<file path="src/rtl/sequenciador_io_if.sv">
// Datapath <-> I/O sequencer signal bundle: switch-input / display-output requests,
// raw push-button and switch levels, stall and register-write results.
interface sequenciador_io_if;
  logic        in_req;
  logic        out_req;
  logic        enter;
  logic [8:0]  entradaSwitch;
  logic [31:0] out_data;
  logic        pc_stall;
  logic        reg_write_en;
  logic [31:0] write_data;
  logic [31:0] display_value;
  logic        display_valid;
  logic        busy;
  logic        timeout;

  modport master (
    output in_req, out_req, enter, entradaSwitch, out_data,
    input  pc_stall, reg_write_en, write_data, display_value, display_valid, busy, timeout
  );

  modport slave (
    input  in_req, out_req, enter, entradaSwitch, out_data,
    output pc_stall, reg_write_en, write_data, display_value, display_valid, busy, timeout
  );
endinterface

</file>
<file path="src/rtl/sequenciador_io.sv">
// I/O sequencer: stalls the PC for a debounced press/release on enter, then writes the switch value.
// Optional WAIT_PRESS timeout is enabled by defining SEQ_IO_TIMEOUT_EN.
module sequenciador_io #(
  parameter int DEBOUNCE_CYCLES = 4,
  parameter int TIMEOUT_CYCLES  = 1000
) (
  input logic               clock,
  input logic               reset,
  sequenciador_io_if.slave  bus
);

  if (DEBOUNCE_CYCLES < 1 || DEBOUNCE_CYCLES > 255 || TIMEOUT_CYCLES < 1) begin : g_bad_param
    $error("sequenciador_io: parameter out of range");
  end

  localparam logic [7:0] DB_LAST = 8'(DEBOUNCE_CYCLES - 1);

  typedef enum logic [1:0] {IDLE, WAIT_PRESS, WAIT_RELEASE, COMMIT} state_t;

  state_t      state, state_next;
  logic        sync_a, sync_b;
  logic        enter_level;
  logic [7:0]  db_count;
  logic        press_accept, release_accept;
  logic        capture_en, timeout_hit;
  logic [8:0]  captured;
  logic [31:0] write_data_reg;
  logic [31:0] display_value_reg;
  logic        display_valid_reg;

  // enter is active-low, so the idle (released) level is 1 everywhere
  always_ff @(posedge clock or negedge reset) begin
    if (!reset) begin
      sync_a      <= 1'b1;
      sync_b      <= 1'b1;
      enter_level <= 1'b1;
      db_count    <= '0;
    end else begin
      sync_a <= bus.enter;
      sync_b <= sync_a;
      if (sync_b != enter_level) begin
        if (db_count >= DB_LAST) begin
          enter_level <= sync_b;
          db_count    <= '0;
        end else begin
          db_count <= db_count + 8'd1;
        end
      end else begin
        db_count <= '0;
      end
    end
  end

  // Edge-like events: only a fresh acceptance counts, so a press held at entry is ignored
  assign press_accept   = (sync_b == 1'b0) && enter_level  && (db_count >= DB_LAST);
  assign release_accept = (sync_b == 1'b1) && !enter_level && (db_count >= DB_LAST);

`ifdef SEQ_IO_TIMEOUT_EN
  localparam int TW = $clog2(TIMEOUT_CYCLES + 1);
  localparam logic [TW-1:0] TO_LAST = TW'(TIMEOUT_CYCLES - 1);

  logic [TW-1:0] wait_count;
  logic          timeout_reg;

  always_ff @(posedge clock or negedge reset) begin
    if (!reset) begin
      wait_count  <= '0;
      timeout_reg <= 1'b0;
    end else begin
      timeout_reg <= timeout_hit;
      if (state == WAIT_PRESS) begin
        wait_count <= wait_count + 1'b1;
      end else begin
        wait_count <= '0;
      end
    end
  end

  assign bus.timeout = timeout_reg;
`else
  assign bus.timeout = 1'b0;
`endif

  always_comb begin
    state_next  = state;
    capture_en  = 1'b0;
    timeout_hit = 1'b0;
    case (state)
      IDLE: begin
        if (bus.in_req) begin
          state_next = WAIT_PRESS;
        end
      end
      WAIT_PRESS: begin
        if (press_accept) begin
          capture_en = 1'b1;
          state_next = WAIT_RELEASE;
        end
`ifdef SEQ_IO_TIMEOUT_EN
        else if (wait_count == TO_LAST) begin
          timeout_hit = 1'b1;
          state_next  = COMMIT;
        end
`endif
      end
      WAIT_RELEASE: begin
        if (release_accept) begin
          state_next = COMMIT;
        end
      end
      COMMIT: begin
        state_next = IDLE;
      end
      default: begin
        state_next = IDLE;
      end
    endcase
  end

  always_ff @(posedge clock or negedge reset) begin
    if (!reset) begin
      state             <= IDLE;
      captured          <= '0;
      write_data_reg    <= '0;
      display_value_reg <= '0;
      display_valid_reg <= 1'b0;
    end else begin
      state <= state_next;
      if (capture_en) begin
        captured <= bus.entradaSwitch;
      end
      // write_data only changes on entry to COMMIT and holds afterwards
      if (timeout_hit) begin
        captured       <= '0;
        write_data_reg <= '0;
      end else if (state == WAIT_RELEASE && state_next == COMMIT) begin
        write_data_reg <= {{23{captured[8]}}, captured};
      end
      if (state == IDLE && bus.out_req && !bus.in_req) begin
        display_value_reg <= bus.out_data;
        display_valid_reg <= 1'b1;
      end
    end
  end

  assign bus.pc_stall      = (state == WAIT_PRESS) || (state == WAIT_RELEASE) ||
                             (state == IDLE && bus.in_req);
  assign bus.reg_write_en  = (state == COMMIT);
  assign bus.busy          = (state != IDLE);
  assign bus.write_data    = write_data_reg;
  assign bus.display_value = display_value_reg;
  assign bus.display_valid = display_valid_reg;

endmodule

</file>
<file path="src/flat_wrapper.sv">
// flat-port wrapper written by rule: the top's interface ports become plain ports
module sequenciador_io_flat 
#(
  parameter int DEBOUNCE_CYCLES = 4,
  parameter int TIMEOUT_CYCLES  = 1000
)
  (clock, reset, bus_in_req, bus_out_req, bus_enter, bus_entradaSwitch, bus_out_data, bus_pc_stall, bus_reg_write_en, bus_write_data, bus_display_value, bus_display_valid, bus_busy, bus_timeout);
  sequenciador_io_if bus_i ();
  input logic clock;
  input logic reset;
  input wire logic [$bits(bus_i.in_req)-1:0] bus_in_req;
  input wire logic [$bits(bus_i.out_req)-1:0] bus_out_req;
  input wire logic [$bits(bus_i.enter)-1:0] bus_enter;
  input wire logic [$bits(bus_i.entradaSwitch)-1:0] bus_entradaSwitch;
  input wire logic [$bits(bus_i.out_data)-1:0] bus_out_data;
  output wire logic [$bits(bus_i.pc_stall)-1:0] bus_pc_stall;
  output wire logic [$bits(bus_i.reg_write_en)-1:0] bus_reg_write_en;
  output wire logic [$bits(bus_i.write_data)-1:0] bus_write_data;
  output wire logic [$bits(bus_i.display_value)-1:0] bus_display_value;
  output wire logic [$bits(bus_i.display_valid)-1:0] bus_display_valid;
  output wire logic [$bits(bus_i.busy)-1:0] bus_busy;
  output wire logic [$bits(bus_i.timeout)-1:0] bus_timeout;
  assign bus_i.in_req = bus_in_req;
  assign bus_i.out_req = bus_out_req;
  assign bus_i.enter = bus_enter;
  assign bus_i.entradaSwitch = bus_entradaSwitch;
  assign bus_i.out_data = bus_out_data;
  assign bus_pc_stall = bus_i.pc_stall;
  assign bus_reg_write_en = bus_i.reg_write_en;
  assign bus_write_data = bus_i.write_data;
  assign bus_display_value = bus_i.display_value;
  assign bus_display_valid = bus_i.display_valid;
  assign bus_busy = bus_i.busy;
  assign bus_timeout = bus_i.timeout;
  sequenciador_io #(.DEBOUNCE_CYCLES(DEBOUNCE_CYCLES), .TIMEOUT_CYCLES(TIMEOUT_CYCLES)) u_core (.clock(clock), .reset(reset), .bus(bus_i));
endmodule
</file>
<file path="config.mk">
export PLATFORM = sky130hd
export DESIGN_NAME = sequenciador_io_flat
export DESIGN_NICKNAME = d
export VERILOG_FILES = /design/src/rtl/sequenciador_io_if.sv /design/src/rtl/sequenciador_io.sv /design/src/flat_wrapper.sv
export SDC_FILE = /design/constraint.sdc
export NUM_CORES = 1
export LEC_CHECK = 0
export ABC_CLOCK_PERIOD_IN_PS = 4470
export CAP_MARGIN = 10
export CORE_MARGIN = 10
export CORE_UTILIZATION = 47
export DETAILED_ROUTE_END_ITERATION = 10
export GPL_ROUTABILITY_DRIVEN = 0
export PLACE_DENSITY = 0.86
export SETUP_SLACK_MARGIN = 0.05
export SYNTH_ARGS = -nofsm -noshare
export SYNTH_HDL_FRONTEND = slang
export SYNTH_SLANG_ARGS = --single-unit
</file>
<file path="constraint.sdc">
create_clock -name clock -period 4.47 [get_ports clock]
set_clock_uncertainty 0.1 [all_clocks]
set_input_delay 0.894 -clock clock [delete_from_list [all_inputs] [get_ports clock]]
set_output_delay 0.894 -clock clock [all_outputs]
set_load 0.005 [all_outputs]
</file>
==> results.yml, run 1 <==
run_status:
  outcome: "complete, no violations"
detailed_routing:
  drt.antenna.violating_nets: 0
  vias: 2137
  routed_wl_um: 7090
  dr.pass1.iters: 4
  vias_per_cell: 5.30
  drtIter0Drc: 69
  wl_per_cell_um: 17.6
  drc_errors: 0
critical_path:
  cp_common_cell: "clkdlybuf4s50_1"
  arrival_ns: 2.03
  worstPathMaxFanout: 4
  slowest_stage: "clkdlybuf4s50_1"
  critical_path_class: "input pin to output port"
  reg2reg_slack_ns: 1.97
  r2r_cells: 5
  worst-path-buf-inv: 2
  startpoint_type: "input pin"
  cp.depth: 3
  path_cells: "clkdlybuf4s50_1, a21o_1, clkdlybuf4s50_1"
  max_stage_delay_ns: 0.51
  end_kind: "output port"
  required_ns: 3.48
  r2r_start: "u_core.state[0]"
  cp_top_family: "buffers and inverters"
  cp-startpoint: "bus_in_req"
grt:
  gr-total-overflow: 0
  antenna_found_initial: 0
  grt_max_degree: 41
  grt_usage_pct: 14.2
  grt_first_pass_wirelength_um: 11400
  first_global_vias: 2267
final_layout:
  fillers: 411
  antenna-diode-count: 0
  final_util_pct: 70.0
  drive_gt1_share_pct: 20.7
  layout.nets: 377
  largest_register_ffs: 32
  area_delta_synth_final_pct: 41.5
cts:
  cts-root-buf: "clkbuf_8"
  insertion_delay_ns: 0.34
  cts-buffers-inserted: 9
  clock_sinks: 64
  cts_tree: "done"
  cts_setup_buffers: 0
  cts_resized: 0
  cts_hold_buf: 0
  cts.reportedPaths.clkPinSlew_ns: 0.07
  htreeDepth: 3
  cts_buffer_depth: 2
synth:
  synth_edf_count: 0
  yosysWarnings: 0
  synthTopCellsByCount: "dfrtp_1 (61), mux2_2 (41), buf_4 (24)"
  avgSynthCellArea_um2: 13.1
  synthFlopType: "dfrtp_1"
  yosys.area.top_type_share_pct: 51.2
  synth.distinct_cells: 34
  syn_area_um2: 2980
  netlist.top_cell.by_area: "dfrtp_1"
  syn_inst: 227
  synth_area_leaders: "dfrtp_1 (51%), mux2_2 (15%), buf_4 (6.0%)"
  ys_async_sr_fraction_pct: 100
  synth-seq-cells: 64
  yosysMostFrequentCell: "dfrtp_1"
  seq_area_frac_synth_pct: 53.9
timing:
  setup_violations: 0
  setup-tns-final_ns: 0
  worst_pin_slew_ns: 1.15
  fin_crit_sh_pct: 67.7
  finalMaxSlewViolations: 0
  hold_viol: 0
  finalCriticalPeriod_ns: 3.03
  rsz0062_at_grt: "no"
  relSlewSlack_pct: 23.2
  fmax_mhz: 330
run:
  maxCapViolCount: 0
placed_design:
  dp_hpwl_um: 5430
  portBuffers: 113
power_and_ir_drop:
  power_w: 0.00277
  leakage_nw: 1.75
  ir_drop_uv: 408
  pwr_density_cell_nw_per_um2: 657
hold_path:
  hold_start: "u_core.sync_a"
  holdPathStages: 0
  hold_path_class: "flop to flop"
floorplan:
  die_area_um2: 9920
  io_pins: 115
  die_height_um: 99.6
  start_util_pct: 49.4
  fp.dieW_um: 99.6
  core_area_um2: 6030
  std_cell_rows: 28
-- cell families (layout without fill, tap and decap cells) --
group / after synthesis / in the layout / synth area share (%)
adder cells (fa/ha/maj): 8 / 8 / 3.36
buffers and inverters: 41 / 136 / 8.69
AND/OR/NAND/NOR: 36 / 36 / 9.95
other: 1 / 7 / 0.126
flip-flops: 64 / 64 / 53.9
AO/OA/AOI/OAI: 35 / 35 / 8.15
multiplexers: 42 / 42 / 15.8
-- cell type report --
cell class	count	area (µm²)	share of cell area, %
tap	75	93.8	2.23
timing repair buffer	115	1140	27.1
inverter	5	18.8	0.445
multi-input combinational	128	1140	27.0
clock inverter	6	82.6	1.96
clock buffer	10	138	3.26
sequential	64	1610	38.1
-- stage by stage --
stage / cell area [µm²] / hold WS [ns] / setup WS, ns / cells
2_1_floorplan: 3000 / 0.245 / 2.42 / 233
3_3_place_gp: 4000 / 0.246 / 1.47 / 387
3_5_place_dp: 4000 / 0.249 / 1.44 / 387
4_1_cts: 4220 / 0.260 / 1.44 / 403
5_1_grt: 4220 / 0.266 / 1.42 / 403
6_report: 4220 / 0.260 / 1.44 / 403
-- final timing paths --
check | end
min in group asynchronous | u_core.bus.display_value[19]
hold reg to reg | u_core.sync_b
setup / recovery | bus_pc_stall
hold / removal | u_core.sync_b
max in group asynchronous | u_core.sync_a
setup reg to reg | u_core.bus.write_data[0]
-- routing by layer --
layer | vias up | part of all wire, % | track usage (%)
met5 | - | 0 | 0
met4 | 0 | 1.6 | 5.95
met3 | 10 | 18 | 11.3
met2 | 116 | 46 | 22.2
met1 | 1022 | 35 | 13.5
li1 | 989 | - | -
-- power breakdown --
group | internal (W) | switching [W] | total [W]
registers | 0.000831 | 0.000165 | 0.000997
clock network | 0.000326 | 0.000225 | 0.000551
logic | 0.000806 | 0.000419 | 0.00122
total | 0.00196 | 0.000809 | 0.00277
-- placed cells by master, fill, tap and decap left out --
cell,synthesis,routed
a21o_1,1,1
and2_1,1,1
nor3b_1,1,1
o21ai_0,10,10
or3_1,2,2
o21ai_2,1,1
clkinvlp_4,0,1
a21oi_1,2,2
nand2b_1,1,1
nand3b_1,1,1
and4b_1,9,9
clkinv_2,0,3
ha_1,8,8
dfrtp_1,61,61
a311o_1,1,1
conb_1,1,7
buf_4,24,2
a211oi_2,1,1
inv_1,5,5
dfstp_2,3,3
buf_2,5,1
clkbuf_8,0,10
nand2_1,5,5
nor4_4,1,1
mux2_2,41,41
o211ai_1,9,9
a21oi_2,1,1
bufinv_16,0,2
clkdlybuf4s50_1,0,112
nor3_1,3,3
or4_4,1,1
o31ai_1,9,9
or4b_1,9,9
mux2i_1,1,1
nor2b_1,1,1
nor2_1,1,1
(Power assumes the default switching activity.)
==> run 2: changes to the inputs <==
--- a/config.mk
+++ b/config.mk
@@ -5,13 +5,13 @@
 export SDC_FILE = /design/constraint.sdc
 export NUM_CORES = 1
 export LEC_CHECK = 0
-export ABC_CLOCK_PERIOD_IN_PS = 4470
+export ABC_CLOCK_PERIOD_IN_PS = 2490
 export CAP_MARGIN = 10
 export CORE_MARGIN = 10
-export CORE_UTILIZATION = 47
+export CORE_UTILIZATION = 40
 export DETAILED_ROUTE_END_ITERATION = 10
 export GPL_ROUTABILITY_DRIVEN = 0
-export PLACE_DENSITY = 0.86
+export PLACE_DENSITY = 0.78
 export SETUP_SLACK_MARGIN = 0.05
 export SYNTH_ARGS = -nofsm -noshare
 export SYNTH_HDL_FRONTEND = slang
==> constraint.sdc (replaced) <==
create_clock -name clock -period 2.49 [get_ports clock]
set_clock_uncertainty 0.1 [all_clocks]
set_input_delay 0.498 -clock clock [delete_from_list [all_inputs] [get_ports clock]]
set_output_delay 0.498 -clock clock [all_outputs]
set_load 0.005 [all_outputs]
==> run 2 against run 1 <==
Effect of this change: clock power increased by 67%; global-route usage decreased by 1.2 points; power increased by 78%; cell count increased by 6.7%; flip-flop and latch count unchanged; worst setup slack got worse by 1.3 ns; critical path depth increased by 1; wire length increased by 2.1%; sequential share of layout area decreased by 0.60 points; cell area increased by 1.8%; worst hold slack got worse by 0.20 ns; non-clock buffer count increased by 4; largest cell class unchanged.
==> results.yml, run 2 (same netlist as run 1, synthesis figures left out) <==
run_status:
  outcome: "complete, no violations"
timing:
  worst_pin_slew_ns: 0.652
  fin_crit_sh_pct: 93.5
  fmax_mhz: 430
  relSlewSlack_pct: 56.2
  finalMaxSlewViolations: 0
  fin_ws_ns: 0.163
  setup_violations: 0
  rsz0062_at_grt: "no"
  setup-tns-final_ns: 0
  hold_viol: 0
  finalCriticalPeriod_ns: 2.33
final_layout:
  regArea_um2: 1610
  most-common-layout-cells: "clkdlybuf4s50_1 (112), dfrtp_1 (59), mux2_2 (41)"
  area_delta_synth_final_pct: 44.0
  antenna-diode-count: 0
  layout.nets: 381
  fillers: 608
  multi_input_area_um2: 1140
  layout_commonest_cell: "clkdlybuf4s50_1"
  final_util_pct: 59.2
  drive_gt1_share_pct: 21.8
  largest_register_ffs: 32
critical_path:
  end_kind: "output port"
  required_ns: 1.89
  startpoint_type: "flop"
  arrival_ns: 1.73
  worstPathMaxFanout: 5
  path_cells: "inv_1, ha_1, a21o_1, clkdlybuf4s50_1"
  max_stage_delay_ns: 0.44
  slowest_stage: "clkdlybuf4s50_1"
  critical_path_class: "flop to output port"
cts:
  insertion_delay_ns: 0.33
  cts_tree: "done"
  cts_buffer_depth: 2
  cts.reportedPaths.clkPinSlew_ns: 0.07
  cts_resized: 0
  htreeDepth: 3
  cts_setup_buffers: 0
  cts-root-buf: "clkbuf_8"
  cts-buffers-inserted: 9
  cts_hold_buf: 0
  clock_sinks: 64
floorplan:
  die_height_um: 106
  fp.dieW_um: 106
  core_area_um2: 7250
  die_area_um2: 11300
  std_cell_rows: 31
  start_util_pct: 41.1
  io_pins: 115
placed_design:
  pre_cts_ws_ns: 0.260
  dp_hpwl_um: 5480
  portBuffers: 113
grt:
  gr-total-overflow: 0
  antenna_found_initial: 0
  grt_max_degree: 65
  grt_usage_pct: 12.9
  first_global_vias: 2247
  grt_first_pass_wirelength_um: 11600
detailed_routing:
  vias_per_cell: 4.85
  drtIter0Drc: 71
  wl_per_cell_um: 16.8
  drt.antenna.violating_nets: 0
  vias: 2085
  drc_errors: 0
  routed_wl_um: 7240
  dr.pass1.iters: 4
power_and_ir_drop:
  pwr_density_cell_nw_per_um2: 1150
  clockPowerShare_pct: 18.7
  seqPwrFrac_pct: 36.2
  combPwrFrac_pct: 45.1
  p_int_w: 0.00351
  p_switching_w: 0.00143
  ir_drop_uv: 615
  leakage_nw: 1.77
  swShare_pct: 28.9
hold_path:
  hold_path_class: "input pin to async pin"
run:
  maxCapViolCount: 0
## run 2: changes by cell type in the layout (fill, tap and decap cells not counted), moves of 2 or more
cell | previous run | this run
dfrtp_2 | 0 | 2
buf_4 | 2 | 4
clkinv_2 | 3 | 0
buf_12 | 0 | 2
dfrtp_1 | 61 | 59
clkbuf_8 | 10 | 12
## run 2: final timing paths
path,endpoint,slack [ns],cells after the start,startpoint
hold / removal,u_core.bus.display_value[24],0.06,2,reset
setup / recovery,bus_pc_stall,0.16,4,u_core.state[1]
hold reg to reg,u_core.sync_b,0.26,0,u_core.sync_a
max in group asynchronous,u_core.sync_a,1.91,2,reset
setup reg to reg,u_core.bus.write_data[3],0.34,5,u_core.state[1]
min in group clock,u_core.sync_b,0.26,0,u_core.sync_a
## run 2: power by group through the flow
| stage | sequential, W | clock, W | combinational (W) |
|---|---|---|---|
| global placement | 0.00178 | 0 | 0.00223 |
| floorplan | 0.00179 | 0 | 0.00108 |
| detailed placement | 0.00181 | 0 | 0.00227 |
| global route | 0.00187 | 0.000988 | 0.00243 |
| CTS | 0.00180 | 0.000945 | 0.00228 |
| finish | 0.00179 | 0.000922 | 0.00223 |
## run 2: through the flow
| step | cells | power [W] | hold WS, ns | instance area, µm² |
|---|---|---|---|---|
| global route | 430 | 0.00529 | 0.0799 | 4290 |
| CTS | 430 | 0.00503 | 0.0727 | 4290 |
| finish | 430 | 0.00494 | 0.0649 | 4290 |
| global placement | 415 | 0.00401 | 0.251 | 4080 |
| floorplan | 233 | 0.00286 | 0.102 | 3000 |
| detailed placement | 415 | 0.00408 | 0.249 | 4080 |
## run 2: critical path: cells and delay by family (launching register included)
kind / cells / cell delay, ns
buffers and inverters: 2 / 0.54
AOI/OAI and AO/OA: 1 / 0.15
adders and majority gates: 1 / 0.28
DFF: 1 / 0.43
## run 2: cell type report
type / instances / area share, %
Inverter: 5 / 0.437
Clock inverter: 2 / 0.875
Timing Repair Buffer: 119 / 27.9
Multi-Input combinational cell: 128 / 26.5
Clock buffer: 13 / 3.94
Sequential cell: 64 / 37.5
Tap cell: 99 / 2.89
## run 2: metal layers
metal  GRT usage, %  vias to the layer above  part of all wire, %
met3           12.4                        6                   21
met5              0                        -                    0
met4           4.35                        0                  1.2
met2           19.5                      110                   43
li1               -                      990                    -
met1           12.1                      979                   35
